File: src/rtl/dmem_pkg.sv
// dmem_pkg
// Shared definitions for the load/store unit: RISC-V funct3 size codes,
// the handshake FSM state type, and a helper that tells how many bits a
// load brings back before it is extended to the full word.
package dmem_pkg;

    // RISC-V funct3 codes for loads and stores
    localparam logic [2:0] F3_B  = 3'b000;
    localparam logic [2:0] F3_H  = 3'b001;
    localparam logic [2:0] F3_W  = 3'b010;
    localparam logic [2:0] F3_BU = 3'b100;
    localparam logic [2:0] F3_HU = 3'b101;

    // Handshake FSM states
    typedef enum logic [1:0] {
        IDLE,
        WAIT,
        RESP
    } state_t;

    // Width in bits of the loaded value before sign/zero extension
    function automatic logic [5:0] loadWidth(input logic [2:0] funct3);
        case (funct3)
            F3_B, F3_BU: loadWidth = 6'd8;
            F3_H, F3_HU: loadWidth = 6'd16;
            default:     loadWidth = 6'd32;
        endcase
    endfunction

endpackage

File: src/rtl/dmem_ls_align.sv
// dmem_ls_align
// Combinational lane logic for RV32 sub-word accesses.
// Ports:
//   funct3    in   size/sign code of the access
//   we        in   1 = store (unsigned sizes are illegal for stores)
//   addrLow   in   byte offset within the word, a[1:0]
//   wd        in   right-aligned store data
//   rawWord   in   word read from the array
//   byteEn    out  byte lanes to write (all zero on a faulting access)
//   wdata     out  store data replicated onto every lane
//   loadData  out  selected lane, sign- or zero-extended to 32 bits
//   misalign  out  misaligned half/word access (trap build only)
//   illegal   out  funct3 not valid for this direction
// Build option: DMEM_MISALIGN_TRAP_EN flags misaligned accesses; without
// it, the low address bits are forced to natural alignment.
module dmem_ls_align
    import dmem_pkg::*;
(
    input  logic [2:0]  funct3,
    input  logic        we,
    input  logic [1:0]  addrLow,
    input  logic [31:0] wd,
    input  logic [31:0] rawWord,
    output logic [3:0]  byteEn,
    output logic [31:0] wdata,
    output logic [31:0] loadData,
    output logic        misalign,
    output logic        illegal
);

    logic [1:0]  offset;
    logic [31:0] shifted;
    logic [5:0]  width;
    logic        signExt;

    // Classify the access and work out the effective byte offset. Without
    // the trap option, halfword and word offsets are rounded down so that
    // the access stays inside its natural container.
    always_comb begin
        illegal  = 1'b0;
        misalign = 1'b0;
        offset   = addrLow;
        case (funct3)
            F3_B, F3_BU: offset = addrLow;
            F3_H, F3_HU: begin
`ifdef DMEM_MISALIGN_TRAP_EN
                misalign = addrLow[0];
`else
                offset = {addrLow[1], 1'b0};
`endif
            end
            F3_W: begin
`ifdef DMEM_MISALIGN_TRAP_EN
                misalign = (addrLow != 2'b00);
`else
                offset = 2'b00;
`endif
            end
            default: illegal = 1'b1;
        endcase
        if (we && funct3[2]) begin
            illegal = 1'b1;
        end
    end

    // Store path: replicate the data on all lanes and let the byte enables
    // pick which lanes land. A faulting access enables nothing.
    always_comb begin
        byteEn = 4'b0000;
        wdata  = wd;
        if (!illegal && !misalign) begin
            case (funct3[1:0])
                2'b00: begin
                    byteEn = 4'b0001 << offset;
                    wdata  = {4{wd[7:0]}};
                end
                2'b01: begin
                    byteEn = 4'b0011 << offset;
                    wdata  = {2{wd[15:0]}};
                end
                default: byteEn = 4'b1111;
            endcase
        end
    end

    // Load path: bring the addressed lane down to bit 0, then extend.
    // Codes with funct3[2]=0 are the signed loads.
    always_comb begin
        shifted = rawWord >> {offset, 3'b000};
        width   = loadWidth(funct3);
        signExt = ~funct3[2];
        case (width)
            6'd8:    loadData = {{24{signExt & shifted[7]}}, shifted[7:0]};
            6'd16:   loadData = {{16{signExt & shifted[15]}}, shifted[15:0]};
            default: loadData = shifted;
        endcase
    end

endmodule

File: src/rtl/dmem_lsu.sv
// dmem_lsu
// Word-organised data memory with RISC-V sub-word loads/stores and a
// req/ready handshake with WAIT_STATES extra cycles before the access.
// Ports:
//   clk     in   clock, rising edge
//   rst     in   synchronous active-high reset
//   req     in   request strobe, only looked at in IDLE
//   we      in   1 = store, 0 = load
//   funct3  in   RISC-V size/sign code
//   a       in   byte address (wraps modulo DEPTH*4)
//   wd      in   right-aligned store data
//   rd      out  load result (0 for stores and faults), held until next RESP
//   ready   out  one-cycle completion pulse
//   busy    out  high from acceptance until ready
//   err     out  error flag, valid with ready
// Build option: DMEM_MISALIGN_TRAP_EN (see dmem_ls_align).
module dmem_lsu
    import dmem_pkg::*;
#(
    parameter int DATA_W      = 32,
    parameter int ADDR_W      = 32,
    parameter int DEPTH       = 64,
    parameter int WAIT_STATES = 1
)
(
    input  logic              clk,
    input  logic              rst,
    input  logic              req,
    input  logic              we,
    input  logic [2:0]        funct3,
    input  logic [ADDR_W-1:0] a,
    input  logic [DATA_W-1:0] wd,
    output logic [DATA_W-1:0] rd,
    output logic              ready,
    output logic              busy,
    output logic              err
);

    localparam int IDX_W  = $clog2(DEPTH);
    localparam int IDX_HI = IDX_W + 1;
    localparam int CNT_W  = (WAIT_STATES > 1) ? $clog2(WAIT_STATES) : 1;
    localparam logic [CNT_W-1:0] CNT_INIT = CNT_W'((WAIT_STATES > 0) ? WAIT_STATES - 1 : 0);

    state_t             state;
    state_t             nextState;
    logic [CNT_W-1:0]   count;
    logic [IDX_HI:0]    aReg;
    logic               weReg;
    logic [31:0]        wdReg;
    logic [2:0]         f3Reg;
    logic [31:0]        rdReg;
    logic               errReg;
    logic [31:0]        mem [DEPTH];

    logic [IDX_HI:0]    opA;
    logic               opWe;
    logic [31:0]        opWd;
    logic [2:0]         opF3;
    logic [IDX_W-1:0]   wordIdx;
    logic [31:0]        rawWord;
    logic [3:0]         byteEn;
    logic [31:0]        wdata;
    logic [31:0]        loadData;
    logic               misalign;
    logic               illegal;
    logic               fault;
    logic               enterResp;
    logic               unusedAddrBits;

    // Address bits above the array size are ignored, which gives the wrap.
    assign unusedAddrBits = ^a[ADDR_W-1:IDX_HI+1];

    // With zero wait states the access happens on the accepting edge, so
    // the operands come straight from the inputs while still in IDLE.
    assign opA     = (state == IDLE) ? a[IDX_HI:0] : aReg;
    assign opWe    = (state == IDLE) ? we : weReg;
    assign opWd    = (state == IDLE) ? wd : wdReg;
    assign opF3    = (state == IDLE) ? funct3 : f3Reg;
    assign wordIdx = opA[IDX_HI:2];
    assign rawWord = mem[wordIdx];
    assign fault   = illegal | misalign;

    dmem_ls_align u_align (
        .funct3   (opF3),
        .we       (opWe),
        .addrLow  (opA[1:0]),
        .wd       (opWd),
        .rawWord  (rawWord),
        .byteEn   (byteEn),
        .wdata    (wdata),
        .loadData (loadData),
        .misalign (misalign),
        .illegal  (illegal)
    );

    // Next-state logic for the IDLE -> WAIT -> RESP handshake.
    always_comb begin
        nextState = state;
        case (state)
            IDLE:    if (req) nextState = (WAIT_STATES == 0) ? RESP : WAIT;
            WAIT:    if (count == '0) nextState = RESP;
            RESP:    nextState = IDLE;
            default: nextState = IDLE;
        endcase
    end

    assign enterResp = (nextState == RESP) && (state != RESP);

    // State, wait counter, latched request and the registered response.
    // Reset wins over everything, which is what aborts an access in flight.
    always_ff @(posedge clk) begin
        if (rst) begin
            state  <= IDLE;
            count  <= '0;
            aReg   <= '0;
            weReg  <= 1'b0;
            wdReg  <= '0;
            f3Reg  <= '0;
            rdReg  <= '0;
            errReg <= 1'b0;
        end else begin
            state <= nextState;
            if (state == IDLE && req) begin
                aReg  <= a[IDX_HI:0];
                weReg <= we;
                wdReg <= wd;
                f3Reg <= funct3;
                count <= CNT_INIT;
            end else if (state == WAIT && count != '0) begin
                count <= count - 1'b1;
            end
            if (enterResp) begin
                errReg <= fault;
                rdReg  <= (opWe || fault) ? 32'd0 : loadData;
            end
        end
    end

    // Byte-lane writes on the edge entering RESP; untouched lanes keep
    // their old contents. The array itself has no reset.
    always_ff @(posedge clk) begin
        if (!rst && enterResp && opWe) begin
            for (int b = 0; b < 4; b++) begin
                if (byteEn[b]) begin
                    mem[wordIdx][8*b +: 8] <= wdata[8*b +: 8];
                end
            end
        end
    end

    assign rd    = rdReg;
    assign err   = errReg;
    assign ready = (state == RESP);
    assign busy  = (state != IDLE);

endmodule

File: config.mk
export PLATFORM = sky130hd
export DESIGN_NAME = dmem_lsu
export DESIGN_NICKNAME = d
export VERILOG_FILES = /design/src/rtl/dmem_pkg.sv /design/src/rtl/dmem_ls_align.sv /design/src/rtl/dmem_lsu.sv
export SDC_FILE = /design/constraint.sdc
export NUM_CORES = 2
export LEC_CHECK = 0
export CELL_PAD_IN_SITES_DETAIL_PLACEMENT = 1
export CELL_PAD_IN_SITES_GLOBAL_PLACEMENT = 1
export CORE_MARGIN = 3
export CORE_UTILIZATION = 35
export CTS_CLUSTER_DIAMETER = 40
export DETAILED_ROUTE_END_ITERATION = 10
export HOLD_SLACK_MARGIN = 0.05
export PLACE_DENSITY_LB_ADDON = 0.1
export SLEW_MARGIN = 0
export SYNTH_ARGS = -nofsm -noshare
export SYNTH_HDL_FRONTEND = slang
export SYNTH_HIERARCHICAL = 1
export SYNTH_SLANG_ARGS = --single-unit
export TNS_END_PERCENT = 5
File: constraint.sdc
create_clock -name clk -period 12.3 [get_ports clk]
set_input_delay 2.46 -clock clk [delete_from_list [all_inputs] [get_ports clk]]
set_output_delay 2.46 -clock clk [all_outputs]
set_load 0.005 [all_outputs]
==> metrics.txt <==
status=finished, final reports clean; final core occ=43.1%; clock sinks=2128; Cell Int Power=14.9 mW; Inserted Clock Buffers=355; Wirelength per Cell=33.1 um; Port Buffers=81; TNS Setup=0 ns; fraction of registers with async set/reset=0%; Setup crit start=a[4]; first-pass GRT wire length=408000 um; Mapped Nets=5217; worst setup margin=4.62 ns; DR pass1 iterations=6; max-cap violation count=0; starting density of the core=35.3%; ys flop type=edfxtp_1; Final min period=7.68 ns; Sw Ratio=24.5%; sequential fraction of the synthesis area=77.6%; reg2reg path depth=15; Commonest cells post-synth=2048 x edfxtp_1, 549 x nand2_1, 459 x a22oi_1; fmax=0.130 GHz; I/O Pins=106; Clk Latency, worst-skew pair=0.96 ns; routed vias/inst=5.78; Synth cell types=67; Pins Over Slew Limit=0; Fillers=22300; post-synth top area cell=edfxtp_1; Yosys warning total=6; DR vias=50900; Max IR drop VDD=0.162 mV; Synth Register Bits=2128; switching power=4.82 mW; Synth area leaders=edfxtp_1 76%, a22oi_1 4.2%, nand2_1 2.5%; Critical Path Sink Type=flop; Final setup viols=0; CTS tree=yes; WHS=0.457 ns; RePlAce Congestion=0.772; combinational fraction of design power=7.9%; Setup Skew=0.0658 ns; count of nets after finishing=5568; final hold violation count=0; cell area after layout=99300 um^2; Placement Cell Area=87400 um^2; Hold Buf Count CTS=0; WP data required=13.11 ns; Worst Hold Class=flop to flop; initial drt markers=5462; Crit Path Max Fanout=18; worst-margin pin slew=1.23 ns; critical path arrival=8.50 ns; RSZ-0062 raised after global routing=no; die height=488 um; P&R area growth vs syn=22.1%; flop-to-flop setup slack=5.32 ns; synthesized cell area=81300 um^2; P_leak=31.8 nW; dpl cells=8165; Slew Limit Headroom=17.5%; Rows=176; Total Power=19.7 mW; final wirelength=291000 um; Setup crit end=rd[10]$_SDFFE_PP0P_; Clk pwr share=50.5%; root buffer cell=clkbuf_16; Mapped Cells=5146; # resized after CTS=0; floorplan die width=488 um; half-perimeter wire length after placement=170000 um; antenna violations before repair=29; largest net degree at the start of global routing=95; Routed Antenna Nets=0; top-count cell post-synth=edfxtp_1; post-placement worst setup slack=3.63 ns; die area=238000 um^2; Post-synth EDFFs=2048; Reg-to-Reg Start=state[1]$_SDFF_PP0_; Bufs on Longest Clock Path=4; Setup CP Type=primary input to flop; Setup crit start kind=primary input; Final Non-Filler Cells=8808; Reg clk slew, reported paths=0.06 ns; DRC viols=0; share of cells above drive strength 1=19.1%; GRT overflow=0; Post-CTS Setup Bufs=0; All-Layer GR Usage=24.1%; Seq pwr share=41.6%; Pwr Density=198 nW/um^2; Syn Area/Cell=15.8 um^2; RR Endpoint=rd[10]$_SDFFE_PP0P_; Tcrit/Tclk final=62.5%; vias in the first global route=51700; CORE AREA=231000 um^2; H-tree Lvls=5; Yosys top cell area share=75.6%
[flip-flops by register name, summed over array words and instances, names as in the netlist]
register,flops
mem,2048
err,1
rd,32
count,1
wdReg,32
weReg,1
state,2
aReg,8
f3Reg,3
[power by group through the flow]
stage               registers (mW)  clock network, mW  logic (mW)
detailed placement            8.34                  0        1.57
global route                  8.19               10.4        1.64
floorplan                     8.33                  0       0.731
global placement              8.33                  0        1.54
finish                        8.19               9.96        1.56
CTS                           8.19               10.1        1.57
[layer usage]
metal	vias up	wire length (um)	global-route usage, %	part of all wire [%]
met4	4	6160	5.98	2.1
met2	1736	137000	38.7	47
li1	21600	-	-	-
met3	336	17300	3.46	5.9
met5	-	26	0	0.0089
met1	27200	131000	34.5	45
[critical path: stages]
cell	delay [ns]
clkdlybuf4s50_1	0.64
or3b_2	0.65
nand2_4	0.47
buf_4	0.44
mux2_2	0.38
a222oi_1	0.31
a21oi_1	0.18
or4_1	0.53
or4_1	0.88
a2bb2oi_1	0.54
or3_1	0.40
o221ai_1	0.25
a22oi_1	0.22
nor2_1	0.05
[how the worst min path moves through the flow]
stage          depth (start not counted)                      to  slack, ns                   start
2_1_floorplan                          2    aReg[0]$_SDFFE_PP0P_       0.44    aReg[0]$_SDFFE_PP0P_
3_3_place_gp                           2  wdReg[21]$_SDFFE_PP0P_       0.44  wdReg[21]$_SDFFE_PP0P_
3_5_place_dp                           2  wdReg[29]$_SDFFE_PP0P_       0.45  wdReg[29]$_SDFFE_PP0P_
4_1_cts                                2  wdReg[29]$_SDFFE_PP0P_       0.46  wdReg[29]$_SDFFE_PP0P_
5_1_grt                                2   wdReg[4]$_SDFFE_PP0P_       0.48   wdReg[4]$_SDFFE_PP0P_
6_report                               2    aReg[0]$_SDFFE_PP0P_       0.46    aReg[0]$_SDFFE_PP0P_
[final cells by class]
type | count | area, um^2 | share of cell area [%]
sequential | 2128 | 63100 | 63.5
antenna | 12 | 30.0 | 0.0302
clock inverter | 240 | 2830 | 2.85
multi-input combinational | 2615 | 17100 | 17.3
tap | 3026 | 3790 | 3.81
clock buffer | 390 | 9080 | 9.14
timing repair buffer | 376 | 3260 | 3.28
inverter | 21 | 78.8 | 0.0794
[cell families (layout without fill, tap and decap cells)]
group	count (synthesis)	in the layout	synth area share [%]
compound gates	1343	1343	11.8
flops	2128	2128	77.6
buf+inv	403	1027	2.12
other cells	1	13	0.00461
mux	207	207	2.74
simple gates	1064	1064	5.77
[cell usage in the layout (no fill, tap or decap), types with 48 or more instances in the layout]
cell type        instances
a221oi_1               110
nor3_1                 182
buf_4                  275
mux2i_1                 91
a22oi_1                459
bufinv_16               48
a22o_1                  55
o21ai_0                123
dfxtp_1                 80
nand2_1                532
clkbuf_16              358
clkdlybuf4s50_1         80
a222oi_1               118
a21oi_1                250
mux2_2                 110
a31oi_1                103
edfxtp_1              2048
nor2_1                 151
Power figures use the tool's default switching activity.
